===== src/rtl/dnn2ami_pkg.sv =====
// Shared constants and types for the DNN2AMI write sequencer.
package dnn2ami_pkg;

  localparam logic [1:0] ST_IDLE  = 2'd0;
  localparam logic [1:0] ST_ISSUE = 2'd1;
  localparam logic [1:0] ST_DRAIN = 2'd2;

  localparam int unsigned BEAT_BYTES_DEF = 64;
  localparam int unsigned AMI_ADDR_W     = 64;
  localparam int unsigned AMI_DATA_W     = 512;

  typedef struct packed {
    logic [AMI_ADDR_W-1:0] addr;
    logic [AMI_DATA_W-1:0] data;
  } ami_req_t;

endpackage


===== src/rtl/dnn2ami_credit_counter.sv =====
// Outstanding AMI write tracker: up on issue, down on response, flags
// responses that arrive with nothing outstanding.
module dnn2ami_credit_counter #(
  parameter int MAX_OUTSTANDING = 8,
  localparam int CNT_W = $clog2(MAX_OUTSTANDING + 1)
) (
  input  logic clk,
  input  logic rst,
  input  logic inc,
  input  logic dec,
  output logic has_credit,
  output logic empty,
  output logic resp_err
);

  localparam logic [CNT_W-1:0] MAX_CNT = CNT_W'(MAX_OUTSTANDING);

  logic [CNT_W-1:0] count;
  logic             dec_ok;

  assign empty      = (count == '0);
  assign has_credit = (count < MAX_CNT);
  // An unmatched response is recorded but never lets the counter underflow.
  assign dec_ok     = dec && !empty;

  always_ff @(posedge clk) begin
    if (rst) begin
      count    <= '0;
      resp_err <= 1'b0;
    end else begin
      if (dec && empty) begin
        resp_err <= 1'b1;
      end
      case ({inc, dec_ok})
        2'b10:   count <= count + CNT_W'(1);
        2'b01:   count <= count - CNT_W'(1);
        default: count <= count;
      endcase
    end
  end

endmodule


===== src/rtl/dnn2ami_wr_sequencer.sv =====
// Fractures one macro write into single-beat AMI writes, pulling beat data
// round-robin from the PU output buffers and waiting for every ack.
module dnn2ami_wr_sequencer
  import dnn2ami_pkg::*;
#(
  parameter int NUM_PU          = 2,
  parameter int DATA_WIDTH      = 512,
  parameter int ADDR_WIDTH      = 64,
  parameter int SIZE_WIDTH      = 10,
  parameter int BEAT_BYTES      = BEAT_BYTES_DEF,
  parameter int MAX_OUTSTANDING = 8
) (
  input  logic                         clk,
  input  logic                         rst,
  input  logic                         macro_valid,
  output logic                         macro_ready,
  input  logic [ADDR_WIDTH-1:0]        macro_addr,
  input  logic [SIZE_WIDTH-1:0]        macro_size,
  input  logic [NUM_PU-1:0]            outbuf_valid,
  input  logic [NUM_PU*DATA_WIDTH-1:0] outbuf_data,
  output logic [NUM_PU-1:0]            outbuf_pop,
  output logic                         ami_wr_valid,
  input  logic                         ami_wr_ready,
  output logic [ADDR_WIDTH-1:0]        ami_wr_addr,
  output logic [DATA_WIDTH-1:0]        ami_wr_data,
  input  logic                         ami_wr_resp,
  output logic                         busy,
  output logic                         done,
  output logic                         resp_err
);

  localparam int PU_W = (NUM_PU > 1) ? $clog2(NUM_PU) : 1;

  logic [1:0]            state;
  logic [SIZE_WIDTH-1:0] beats_left;
  logic [ADDR_WIDTH-1:0] cur_addr;
  logic [PU_W-1:0]       pu_sel;
  logic                  has_credit;
  logic                  cnt_zero;
  logic                  issue_hs;

  dnn2ami_credit_counter #(
    .MAX_OUTSTANDING(MAX_OUTSTANDING)
  ) u_credit (
    .clk       (clk),
    .rst       (rst),
    .inc       (issue_hs),
    .dec       (ami_wr_resp),
    .has_credit(has_credit),
    .empty     (cnt_zero),
    .resp_err  (resp_err)
  );

  assign macro_ready  = (state == ST_IDLE);
  assign busy         = (state != ST_IDLE);
  assign ami_wr_valid = (state == ST_ISSUE) && outbuf_valid[pu_sel] && has_credit;
  assign ami_wr_addr  = cur_addr;
  assign ami_wr_data  = outbuf_data[pu_sel*DATA_WIDTH +: DATA_WIDTH];
  assign issue_hs     = ami_wr_valid && ami_wr_ready;
  // Combinational so a zero-length request completes the cycle after acceptance.
  assign done         = (state == ST_DRAIN) && cnt_zero;

  always_comb begin
    outbuf_pop = '0;
    if (issue_hs) begin
      outbuf_pop[pu_sel] = 1'b1;
    end else begin
      outbuf_pop = '0;
    end
  end

  always_ff @(posedge clk) begin
    if (rst) begin
      state      <= ST_IDLE;
      beats_left <= '0;
      cur_addr   <= '0;
      pu_sel     <= '0;
    end else begin
      case (state)
        ST_IDLE: begin
          if (macro_valid) begin
            cur_addr   <= macro_addr;
            beats_left <= macro_size;
            pu_sel     <= '0;
            state      <= (macro_size != '0) ? ST_ISSUE : ST_DRAIN;
          end
        end
        ST_ISSUE: begin
          if (issue_hs) begin
            cur_addr   <= cur_addr + ADDR_WIDTH'(BEAT_BYTES);
            beats_left <= beats_left - SIZE_WIDTH'(1);
            pu_sel     <= (pu_sel == PU_W'(NUM_PU - 1)) ? '0 : pu_sel + PU_W'(1);
            if (beats_left == SIZE_WIDTH'(1)) begin
              state <= ST_DRAIN;
            end
          end
        end
        ST_DRAIN: begin
          if (cnt_zero) begin
            state <= ST_IDLE;
          end
        end
        default: state <= ST_IDLE;
      endcase
    end
  end

endmodule


===== config.mk =====
export PLATFORM = sky130hd
export DESIGN_NAME = dnn2ami_wr_sequencer
export DESIGN_NICKNAME = d
export VERILOG_FILES = /design/src/rtl/dnn2ami_pkg.sv /design/src/rtl/dnn2ami_credit_counter.sv /design/src/rtl/dnn2ami_wr_sequencer.sv
export SDC_FILE = /design/constraint.sdc
export NUM_CORES = 1
export LEC_CHECK = 0
export ABC_AREA = 0
export CORE_AREA = 2 2 664 666
export CTS_BUF_LIST = sky130_fd_sc_hd__clkbuf_4 sky130_fd_sc_hd__clkbuf_8 sky130_fd_sc_hd__clkbuf_16
export DETAILED_ROUTE_END_ITERATION = 7
export DIE_AREA = 0 0 666 668
export PLACE_DENSITY_LB_ADDON = 0.12
export SYNTH_ARGS = -nofsm -noshare
export SYNTH_HDL_FRONTEND = slang
export SYNTH_SLANG_ARGS = --single-unit

===== constraint.sdc =====
create_clock -name clk -period 7.8 [get_ports clk]
set_input_delay 1.56 -clock clk [delete_from_list [all_inputs] [get_ports clk]]
set_output_delay 1.56 -clock clk [all_outputs]
set_load 0.05 [all_outputs]

==> results.md <==
- The run finished with clean final reports.
- The post-route non-filler standard cell count is 8,797.
- In this run the count of I/O pins placed on the die edge is about 1,700.
- STA classifies the critical path endpoint as a primary output.
- The via count of the first global-routing pass was 19,800.
- Wires add up to 311 mm.
- The maximum level of the CTS H-tree is 3.
- STA puts the critical path data arrival time at approximately 3.8 ns.
- The count of port buffers added during placement is 1,687.
- The reported max-cap violation count is 0.
- Along the worst path, the maximum fanout reaches 1.
- Dividing total power by cell area gives a power density of 122 nW/µm².
- Setup total negative slack on the finished layout was measured at 0 ns.
- The overall track demand over capacity in global routing is 13.4%.
- Dividing the final minimum period by the clock period gives between 60 and 70%.
- The cell count after synthesis is roughly 1,300.
- The count of buffering cells on the critical path with inverters included is 2.
- Of all flip-flops after synthesis, the portion carrying an async set or reset was 0%.
- The initial antenna violation count is between 300 and 400.
- The floorplan core area is 437,000 µm².
- The highest clock frequency the design can meet is roughly 190 MHz.
- The number of iterations in the first detailed-routing pass is 5.
- In this run the remaining antenna-violating nets after routing total 0.
- Among cell families on the critical path, the largest total delay comes from buffers and inverters.
- After synthesis the cells add up to around 11,000 µm².
- The share of the Yosys chip area taken by registers is 14.5%.
- The type of the most critical hold path is flip-flop to flip-flop.
- The completed layout was analyzed and its total power is around 4.4 mW.
- Prior to clock tree synthesis, the placed netlist has a worst setup slack of around 2.4 ns.
- The required arrival time at the worst endpoint is roughly 6.2 ns.
- The number of pins exceeding their max-slew limit in the final report was 0.
- The die covers roughly 440,000 µm².
- The standby leakage power is about 10 nW.
- The starting utilization of the core area is roughly 2.6%.
- The post-detailed-route via-to-cell ratio is around 2.3.
- Setup repair after global routing left no endpoint under its margin.
- Dividing the synthesized area by the synthesized cell count gives approximately 8.8 µm².
- In the final routed layout, each cell accounts on average for ~35 µm.
- The relative slew slack is approximately 26%.
- The fraction of layout instances using a drive strength above 1 is between 20% and 30%.
- The number of placed cells counting well taps is slightly below 9,000.
- The first-pass GRT wire length is ~360 mm.
- TritonCTS built the clock tree.
- The final layout contains approximately 4,000 nets.
- The final number of hold-violating endpoints was 0.
- IR analysis of the VDD net gives a maximum drop of approximately 0.12 mV.
- From synthesis to final layout, the design area changed by 217%.
- Global routing finished with a remaining overflow of 0.
- The worst setup skew after layout is about 0.016 ns.
- The instance area after placement is roughly 35,000 µm².
- The clock root buffer is clkbuf_16.
- The worst stage delay on the critical path is between 1 and 1.5 ns.
- The number of buffers inserted during clock tree synthesis is 9.
- After clock tree synthesis, the repair step resized 0 gates.
- The worst slack on hold paths is roughly 0.46 ns.
- The final weighted congestion of routability-driven global placement is slightly below 1.
- The critical-path cell with the highest stage delay is clkdlybuf4s50_1.
- The number of buffers on the longest clock path is 2.
- Among all flip-flop cells after synthesis, the most frequent one is dfxtp_1.
- The number of library cell types mapped by synthesis is 72.
- The residual DRC count is 0.
- The height of the die is about 670 µm.
- The post-CTS setup-driven buffer insertion count is 0.
- The final critical-path required period is ~5.4 ns.
- The cell that appears most often on the critical path is clkdlybuf4s50_1.
- The measured slew at the worst slew-check pin is around 1.1 ns.
- The clock net in this run drives a total of slightly above 80 sinks.
- The total via count after detailed routing is 19,800.
- The synthesized design contains 0 enable-type register cells.
- Entering global routing, the biggest net connects 95 pins.
- The number of cell rows is 243.
- For the worst-skew pair, the clock arrives at the later sink with an insertion delay of 0.42 ns.
- Once layout is complete, the utilization of the core stands at under 10%.
- The final setup slack of the worst path is ~2.4 ns.
- The flop and latch count out of synthesis is 82.
- When the netlist entered floorplanning its net count stood at between 2,000 and 2,500.
- By startpoint and endpoint, the worst setup path is classified as primary input to primary output.
- The number of hold buffers added after CTS is 0.
- The first routing iteration left around 1,200 violations.
- STA classifies the critical path startpoint as a primary input.
- Summed over all nets, the half-perimeter wirelength after detailed placement is ~290 mm.
- The clock transition at the registers of the reported paths is 0.07 ns.
- The die boundary width is 666 µm.
- The finished cells cover approximately 36,000 µm².
- Traced cell by cell, the critical path runs through clkdlybuf4s50_1 -> mux2_2 -> clkdlybuf4s50_1.
- The number of warnings reported in the yosys synthesis log is 0.
- The number of setup violations in the final report is 0.
-- logic make-up after synthesis --
| kind of cell | share of synthesized area, % |
|---|---|
| multiplexers | 51.9 |
| AND/OR/NAND/NOR | 15.9 |
| AO/OA/AOI/OAI | 12.6 |
| buffers and inverters | 4.31 |
| flip-flops | 14.5 |
| adder cells (fa/ha/maj) | 0.663 |
| XOR/XNOR | 0.232 |
-- worst min-delay path: stages, from the launching register on --
cell and delay [ns]:
dfxtp_1 0.31, nand2_1 0.05, a21oi_1 0.05
-- synthesized netlist by cell type (all sizes together) (10+ instances only) --
master / number / area, µm²
a211oi: 11 / 82.6
and3: 15 / 93.8
nand3: 34 / 175
nor4: 22 / 159
dfxtp: 82 / 1640
nand4: 34 / 234
inv: 13 / 48.8
o21ai: 41 / 209
nor3: 17 / 85.1
a21oi: 54 / 270
o211ai: 14 / 105
and4: 12 / 105
nor2: 47 / 179
mux2: 516 / 5810
buf: 26 / 120
nand2: 89 / 337
clkbuf: 85 / 319
a31oi: 29 / 181
a22oi: 14 / 105
and2: 10 / 62.6
or3: 22 / 138
-- registers in the layout, summed over array words and instances, names as in the netlist --
register / count
ami_wr_addr: 64
u_credit.resp_err: 1
state: 2
u_credit.count: 4
pu_sel: 1
beats_left: 10
-- area by class of cell --
| class | count | area [µm²] |
|---|---|---|
| timing repair buffer | 1719 | 17100 |
| clock buffer | 13 | 274 |
| sequential | 82 | 1650 |
| antenna | 129 | 323 |
| tap | 5757 | 7200 |
| clock inverter | 3 | 68.8 |
| inverter | 13 | 48.8 |
| fill | 51000 | 401000 |
| multi-input combinational | 1081 | 9230 |
-- path summary, 6_finish.rpt --
path	cells after the start	start	endpoint	slack (ns)
worst max-delay path	3	outbuf_data[135]	ami_wr_data[135]	2.42
worst min-delay path	2	ami_wr_addr[3]	ami_wr_addr[3]	0.46
worst max register to register	11	pu_sel	u_credit.count[3]	4.32
worst min register to register	2	ami_wr_addr[3]	ami_wr_addr[3]	0.46
-- layout by cell type, fill, tap and decap left out, types with 3 or more instances in the layout --
cell	count
nor4bb_1	3
diode_2	129
o211ai_1	14
or4_1	6
o21ai_0	39
inv_1	13
a31oi_1	29
xor2_1	3
ha_1	6
nand2_1	88
a21oi_1	53
a221oi_1	4
nor3_1	17
clkbuf_8	3
a21o_1	6
o32ai_1	3
dfxtp_1	81
mux2_2	516
buf_4	33
and4_1	12
a211oi_1	11
a22oi_1	14
or3_1	22
o31ai_1	7
clkdlybuf4s50_1	1684
mux2i_1	6
o41ai_1	3
o31a_1	3
and3_1	15
nand4_1	32
nor4_1	19
nand3_1	33
nor2_1	46
and2_1	9
clkbuf_16	9
o22ai_1	9
o221ai_1	3
-- report_power, final --
part | internal [mW] | total, mW | switching (mW)
clock | 0.312 | 0.565 | 0.252
sequential | 0.476 | 0.588 | 0.112
combinational | 1.23 | 3.23 | 2.00
total | 2.02 | 4.38 | 2.37
-- metal layers --
| layer | vias up | part of all wire [%] | track usage [%] |
|---|---|---|---|
| li1 | 8354 | - | - |
| met1 | 9352 | 33 | 12.7 |
| met2 | 1430 | 53 | 25.5 |
| met3 | 537 | 11 | 6.87 |
| met4 | 160 | 3.1 | 2.56 |
| met5 | - | 0.32 | 0 |
No activity file was read; power rests on OpenSTA's default activity.
